==> config.mk <==
export PLATFORM = sky130hd
export DESIGN_NAME = spi_reg_ctrl
export DESIGN_NICKNAME = d
export VERILOG_FILES = /design/src/rtl/spi_reg_ctrl.sv
export SDC_FILE = /design/constraint.sdc
export NUM_CORES = 1
export LEC_CHECK = 0
export CAP_MARGIN = 20
export CORE_ASPECT_RATIO = 1.1
export CORE_MARGIN = 1.5
export CORE_UTILIZATION = 49
export DETAILED_ROUTE_END_ITERATION = 7
export PLACE_DENSITY = 0.84
export RECOVER_POWER = 100
export SLEW_MARGIN = 20
export SYNTH_ARGS = -nofsm -noshare
export SYNTH_HDL_FRONTEND = slang
export SYNTH_SLANG_ARGS = --single-unit
==> constraint.sdc <==
create_clock -name clk -period 3.2 [get_ports clk]
set_input_delay 0.48 -clock clk [delete_from_list [all_inputs] [get_ports clk]]
set_output_delay 0.48 -clock clk [all_outputs]
set_load 0.02 [all_outputs]
==> src/rtl/spi_reg_ctrl.sv <==
// ---------------------------------------------------------------------------
// spi_reg_ctrl
//   Bridges a byte-oriented SPI slave to a simple request/ack register bus.
//   The first byte of a frame is a command {rw, addr[6:0]}. Writes (rw=0)
//   consume the following bytes as data and auto-increment the address.
//   Reads (rw=1) fetch the addressed register right away so the byte is in
//   tx_data before the master clocks it out. Each further byte from the master
//   triggers a fetch of the next address (read prefetch).
//
// Ports
//   clk        : sole clock, rising edge
//   reset      : synchronous, active-high
//   ss         : slave select, active low, already in the clk domain
//   rx_data    : byte received from the SPI slave
//   rx_valid   : one-cycle strobe, rx_data valid
//   tx_data    : byte the SPI slave shifts out on the next transfer
//   reg_addr   : register address
//   reg_wdata  : register write data
//   reg_we     : write request, level, held until reg_ack
//   reg_re     : read request, level, held until reg_ack
//   reg_rdata  : read data, valid with reg_ack while reg_re=1
//   reg_ack    : access complete
//   busy       : controller not idle
//   err_overrun: sticky, a byte arrived while a bus access was pending
// ---------------------------------------------------------------------------
module spi_reg_ctrl #(
    // The command byte holds a 7-bit address, so 7 is the only usable width.
    parameter int ADDR_W = 7
) (
    input  logic              clk,
    input  logic              reset,
    input  logic              ss,
    input  logic [7:0]        rx_data,
    input  logic              rx_valid,
    output logic [7:0]        tx_data,
    output logic [ADDR_W-1:0] reg_addr,
    output logic [7:0]        reg_wdata,
    output logic              reg_we,
    output logic              reg_re,
    input  logic [7:0]        reg_rdata,
    input  logic              reg_ack,
    output logic              busy,
    output logic              err_overrun
);

    typedef enum logic [2:0] {
        S_IDLE    = 3'd0,
        S_CMD     = 3'd1,
        S_WR_DATA = 3'd2,
        S_WR_WAIT = 3'd3,
        S_RD_WAIT = 3'd4,
        S_RD_DATA = 3'd5
    } state_t;

    state_t            r_state;
    logic [ADDR_W-1:0] r_addr;
    logic [7:0]        r_wdata;
    logic [7:0]        r_tx;
    logic              r_err;
    logic              r_abort;   // ss rose while an access was pending

    state_t            w_state_nxt;
    logic [ADDR_W-1:0] w_addr_nxt;
    logic [7:0]        w_wdata_nxt;
    logic [7:0]        w_tx_nxt;
    logic              w_err_nxt;
    logic              w_abort_nxt;
    logic              w_end_frame;

    // An abort seen at any point during the wait ends the frame once the
    // access completes, even if ss has dropped again by then.
    assign w_end_frame = ss | r_abort;

    always_ff @(posedge clk) begin
        if (reset) begin
            r_state <= S_IDLE;
            r_addr  <= '0;
            r_wdata <= 8'h00;
            r_tx    <= 8'h00;
            r_err   <= 1'b0;
            r_abort <= 1'b0;
        end else begin
            r_state <= w_state_nxt;
            r_addr  <= w_addr_nxt;
            r_wdata <= w_wdata_nxt;
            r_tx    <= w_tx_nxt;
            r_err   <= w_err_nxt;
            r_abort <= w_abort_nxt;
        end
    end

    always_comb begin
        w_state_nxt = r_state;
        w_addr_nxt  = r_addr;
        w_wdata_nxt = r_wdata;
        w_tx_nxt    = r_tx;
        w_err_nxt   = r_err;
        w_abort_nxt = r_abort;

        case (r_state)
            S_IDLE: begin
                w_tx_nxt    = 8'h00;
                w_abort_nxt = 1'b0;
                if (!ss) w_state_nxt = S_CMD;
            end

            S_CMD: begin
                w_tx_nxt = 8'h00;
                if (ss) begin
                    w_state_nxt = S_IDLE;
                end else if (rx_valid) begin
                    w_addr_nxt  = rx_data[ADDR_W-1:0];
                    w_state_nxt = rx_data[7] ? S_RD_WAIT : S_WR_DATA;
                end
            end

            S_WR_DATA: begin
                if (ss) begin
                    w_state_nxt = S_IDLE;
                    w_tx_nxt    = 8'h00;
                end else if (rx_valid) begin
                    w_wdata_nxt = rx_data;
                    w_state_nxt = S_WR_WAIT;
                end
            end

            S_WR_WAIT: begin
                if (ss) w_abort_nxt = 1'b1;
                // ss wins over a coincident byte: dropped silently
                if (rx_valid && !ss) w_err_nxt = 1'b1;
                if (reg_ack) begin
                    if (w_end_frame) begin
                        w_state_nxt = S_IDLE;
                        w_tx_nxt    = 8'h00;
                        w_abort_nxt = 1'b0;
                    end else begin
                        w_addr_nxt  = r_addr + ADDR_W'(1);
                        w_state_nxt = S_WR_DATA;
                    end
                end
            end

            S_RD_WAIT: begin
                if (ss) w_abort_nxt = 1'b1;
                if (rx_valid && !ss) w_err_nxt = 1'b1;
                if (reg_ack) begin
                    if (w_end_frame) begin
                        w_state_nxt = S_IDLE;
                        w_tx_nxt    = 8'h00;
                        w_abort_nxt = 1'b0;
                    end else begin
                        w_tx_nxt    = reg_rdata;
                        w_addr_nxt  = r_addr + ADDR_W'(1);
                        w_state_nxt = S_RD_DATA;
                    end
                end
            end

            S_RD_DATA: begin
                if (ss) begin
                    w_state_nxt = S_IDLE;
                    w_tx_nxt    = 8'h00;
                end else if (rx_valid) begin
                    // master just shifted tx_data out; fetch the next byte
                    w_state_nxt = S_RD_WAIT;
                end
            end

            default: begin
                w_state_nxt = S_IDLE;
                w_tx_nxt    = 8'h00;
            end
        endcase
    end

    // Requests decode straight from state, so they can never overlap and
    // drop together with the state on reset.
    assign reg_we      = (r_state == S_WR_WAIT);
    assign reg_re      = (r_state == S_RD_WAIT);
    assign busy        = (r_state != S_IDLE);
    assign tx_data     = r_tx;
    assign reg_addr    = r_addr;
    assign reg_wdata   = r_wdata;
    assign err_overrun = r_err;

endmodule

# After elaboration in Yosys (flattened, before gate mapping)

Index checks and enable logic that the tools add are counted.

Bits of input ports: 21
Flip-flop bits (word level): 28
Word-level logic and storage cells: 67
Output and inout bits: 27

Bitwise gates (word level): 2
Equal/unequal tests: 17
Reduce and logical (&&, ||, !) cells: 13
Add/sub/neg operators: 1
Mux-type cells: 28

Operators by type and width:

| kind                                                  | count |
|---|---|
| 2-to-1 mux 8 bit                                      | 5 |
| 2-to-1 mux 3 bit                                      | 11 |
| 2-to-1 mux 7 bit                                      | 4 |
| case mux 8 bit (3 select lines)                       | 1 |
| case mux 3 bit (6 select lines)                       | 1 |
| case mux 7 bit (2 select lines)                       | 1 |
| inequality test 2 x 1 -> 1 bit, second input constant | 5 |
| inequality test 3 bit, second input constant          | 3 |
| inequality test 2 bit, second input constant          | 4 |
| adder 7 x 1 -> 7 bit, second input constant           | 1 |
| equality test 3 x 2 -> 1 bit, second input constant   | 2 |
| equality test 3 bit, second input constant            | 2 |
| AND reduction 6 bit                                   | 1 |
| AND reduction 5 bit                                   | 1 |
| AND reduction 4 bit                                   | 1 |
| nonzero test 2 bit                                    | 2 |
| OR reduction 2 bit                                    | 2 |
| equality test 3 x 1 -> 1 bit, second input constant   | 1 |
| logical NOT 3 bit                                     | 1 |
| 2-to-1 mux 1 bit                                      | 3 |
| AND reduction 3 bit                                   | 1 |
| nonzero test 3 bit                                    | 1 |
| 2-to-1 mux 2 bit                                      | 1 |
| case mux 1 bit (2 select lines)                       | 1 |
| 5 further kinds                                       | 5 |

# Longest topological paths before layout

Depth in word-level cells: 4
Gate-level depth with buffers: 7

# Least setup slack after synthesis

OpenSTA, ideal clock, no wires.

Path type: input to register
Start point: input port ss
End point: register r_state[1]
Data arrival time: 1577 ps
Stages on the path: 5
Library setup time: 123 ps
Setup slack: 1500 ps
Cell sequence: buf_2 or3_1 a21oi_1 or2_1 mux2_1

Word-level cells in the longest chain between the ends: 4

Ends and longest elaborated chain:

| element                         | line | source |
|---|---|---|
| start: declaration              | 32   | `input logic ss,` |
| bitwise OR 1 bit                | 72   | `assign w_end_frame = ss \| r_abort;` |
| 2-to-1 mux 2 bit                | 132  | `if (w_end_frame) begin` |
| 2-to-1 mux 3 bit                | 131  | `if (reg_ack) begin` |
| case mux 3 bit (6 select lines) | 100  | `case (r_state)` |
| end signal: assignment          | 83   | `r_state <= w_state_nxt;` |
| end: declaration                | 55   | `state_t r_state;` |

Parallel ways exist; a longest one is shown, timed or not. The select of a mux whose other input is x is not followed.
A chain may end at the register's enable or synchronous reset.

# Final worst setup path

Start point: register r_state[2]
End point: output port reg_re

Word-level cells in the longest chain between the ends: 1

Ends and longest elaborated chain:

| element             | line | source |
|---|---|---|
| equality test 3 bit | 179  | `assign reg_re = (r_state == S_RD_WAIT);` |
| end: declaration    | 39   | `output logic reg_re,` |

No other way between the ends.

==> impl_results.md <==
* Mapped Area at 0.00153 sq mm
* Post-Synth XOR/XNOR Area at 0%
* Worst Path Max Fanout at 13
* Vias at 1426
* Max Cap Viol at 0
* Count of cell types in the netlist at 45
* Run status: completed
* Sw frac at 25.4%
* H-tree levels at 1
* CTS tree: done
* Worst-Margin Slew at 1050 ps
* Largest cells by area after synthesis: dfxtp_1 (37%), mux2i_1 (11%), nor2_1 (6.1%), nand2b_1 (4.5%), nand2_1 (3.2%)
* Cts bufs inserted at 3
* Per-cell routed wire length at 14.5 um
* Die height at 61.5 um
* Cell Int Power at 546 uW
* TNS Setup at 0 ps
* # Post-CTS Setup Buffers at 0
* Chip Width at 56.2 um
* Reg2Reg Setup Slack at 790 ps
* Clk_lat worst skew at 350 ps
* Max clock buf depth at 2
* Mux cell area share after synthesis at 14.1%
* Crit path launch type: flip-flop
* Synth Area in Compound Gates at 13.8%
* F_max at 0.374 GHz
* Yosys top cell by area: dfxtp_1
* Min-delay worst type: reg2reg
* Largest family of logic cells by synthesized area: simple AND/OR/NAND/NOR gates
* Flop and latch count out of synthesis at 28
* Synth Warn # at 0
* Simple-gate area share of the yosys netlist at 30.0%
* Grt total ovfl at 0
* Asr flop ratio synth at 0%
* Worst Setup SP: r_state[2]
* TritonCTS sink count at 28
* Tmin final at 2670 ps
* Clock root cell: clkbuf_4
* Layout cells sized above 1 at 5.56%
* VDD IR max at 346 uV
* Power density of the placed cells at 367 mW/mm^2
* Number of global-route vias before repair at 1362
* # fillers at 252
* Leak at 0.828 nW
* Worst Path Arrival at 2190 ps
* DRT iter0 DRCs at 40
* Dpl hpwl at 2.75 mm
* Worst-path clk slew at 160 ps
* CORE AREA at 0.00300 sq mm
* Tot GR Track Use at 22.2%
* Max Slew Vio Count at 0
* # hold bufs at CTS at 0
* Dominant synthesized flop cell: dfxtp_1
* # setup viols final at 0
* Headroom to the max-slew limit at 29.8%
* EDFF count, synth at 0
* Register Area at 561 sq um
* Cts repair resizes at 0
* Clock Power Share at 33.0%
* Worst r2r src: r_state[1]
* Reg2reg path depth at 5
* DR vias/cell at 5.70
* PortBufs at 47
* Final hold violations at 0
* Drt drc at 0
* Antenna Nets Post-Route at 0
* Multi-input gate area at 851 sq um
* Crit Path Class: reg2out
* Setup Skew at 8.17 ps
* Nets at 239
* Setup crit end: reg_re
* RSZ-0062 raised after global routing: false
* Area Growth Syn to Fin at 30.5%
* Post-Synth Adder-Cell Area at 0.820%
* Antenna cell count at 0
* Inst Count DP at 246
* Total Power Consumption at 732 uW
* DRT Wirelength at 3.62 mm
* Worst R2R End: reg_addr[6]
* Largest net degree at the start of global routing at 23
* Top cell type's share of synthesized area at 36.7%
* WP data required at 2720 ps
* Mapped Avg Cell Area at 8.72 sq um
* Non-Filler Instances at 250
* Worst Setup End Kind: output port
* TritonRoute pass-1 iters at 6
* I/O pin count at 48
* GP Congestion at 0.847
* Initial antenna violation count at 0
* Crit share post-route at 83.5%
* Sw Pwr at 186 uW
* Sequential power share at 50.8%
* First-pass GRT wire length at 6.05 mm
* Logic pwr share at 16.3%
* Die area at 0.00346 sq mm
* Rows at 21
* Starting Density at 51.0%
* Synth Net Count at 197
* Mapped Cells at 175
* Sequential cell area fraction in the yosys report at 36.7%
per-layer routing:
| metal | routed length [um] | vias to the layer above | track usage (%) |
|---|---|---|---|
| li1 | - | 689 | - |
| met1 | 1410 | 665 | 25.4 |
| met2 | 1880 | 66 | 41.7 |
| met3 | 269 | 6 | 3.57 |
| met4 | 56 | 0 | 9.52 |
| met5 | 0 | - | 0 |
layout make-up:
class / instances / area share [%]
Clock buffer: 3 / 1.13
Clock inverter: 1 / 1.51
Inverter: 2 / 0.377
Multi-Input combinational cell: 134 / 42.7
Sequential cell: 28 / 28.1
Tap cell: 34 / 2.14
Timing Repair Buffer: 48 / 24.0
power groups by stage:
| stage | logic, mW | clock network [mW] | registers [mW] |
|---|---|---|---|
| after floorplan | 0.0735 | 0 | 0.379 |
| after global placement | 0.121 | 0 | 0.380 |
| after detailed placement | 0.125 | 0 | 0.381 |
| after CTS | 0.126 | 0.241 | 0.373 |
| after global routing | 0.129 | 0.253 | 0.373 |
| final | 0.119 | 0.241 | 0.371 |
how the worst min path moves through the flow:
stage / from / end / slack [ps] / depth (start not counted)
floorplan: tx_data[0] / tx_data[0] / 550 / 2
global placement: err_overrun / err_overrun / 450 / 2
detailed placement: tx_data[5] / tx_data[5] / 470 / 2
CTS: tx_data[5] / tx_data[5] / 500 / 2
global route: tx_data[5] / tx_data[5] / 510 / 2
finish: tx_data[5] / tx_data[5] / 490 / 2
synth_stat cells, types with 2 or more instances:
cell / instances
nor3_1: 4
and2_1: 3
o21ai_0: 3
mux2i_1: 17
nand2_1: 13
buf_2: 5
dfxtp_1: 28
nand2b_1: 11
nor2_1: 25
buf_4: 2
mux2_1: 4
nand3_1: 2
clkbuf_1: 3
or3_1: 4
a21oi_1: 8
and3b_1: 2
nor3b_1: 3
o21a_1: 2
o21ai_1: 8
nor2b_1: 2
nand4_1: 2
metrics by stage:
stage | utilization [%] | hold WS [ps] | cell area [sq um] | setup slack (ps)
6_report | 66.5 | 495 | 1990 | 527
5_1_grt | 66.5 | 514 | 1990 | 406
4_1_cts | 68.0 | 501 | 2040 | 608
3_5_place_dp | 66.2 | 473 | 1980 | 788
3_3_place_gp | 66.2 | 453 | 1980 | 916
2_1_floorplan | - | 549 | 1530 | 1500
registers in the layout (all words and copies together) (netlist names):
signal and flops:
err_overrun 1, r_abort 1, r_state 3, reg_addr 7, reg_wdata 8, tx_data 8
cell usage in the layout, fill, tap and decap left out, types with 2 or more instances in the layout:
cell	netlist	routed
mux2_1	4	4
nand2_1	13	13
and2_0	0	2
nor2_1	25	27
nor3_1	4	4
clkdlybuf4s50_1	0	20
o21ai_0	3	3
or3_1	4	4
mux2i_1	17	17
nor3b_1	3	4
o21a_1	2	2
and3b_1	2	2
nand3_1	2	2
a21oi_1	8	8
clkbuf_4	0	3
dlygate4sd3_1	0	27
nand4_1	2	2
dfxtp_1	28	28
nor2b_1	2	2
o21ai_1	8	8
nand2b_1	11	11
worst max-delay path, stage by stage, from the launching register on:
cell and delay (ps):
dfxtp_1 550, nor3b_1 570, clkdlybuf4s50_1 720
cells by family after synthesis:
logic type,after synthesis
AND/OR/NAND/NOR,82
AO/OA/AOI/OAI,30
flip-flops,28
multiplexers,21
buffers and inverters,13
adder cells (fa/ha/maj),1
(Power assumes the default switching activity.)
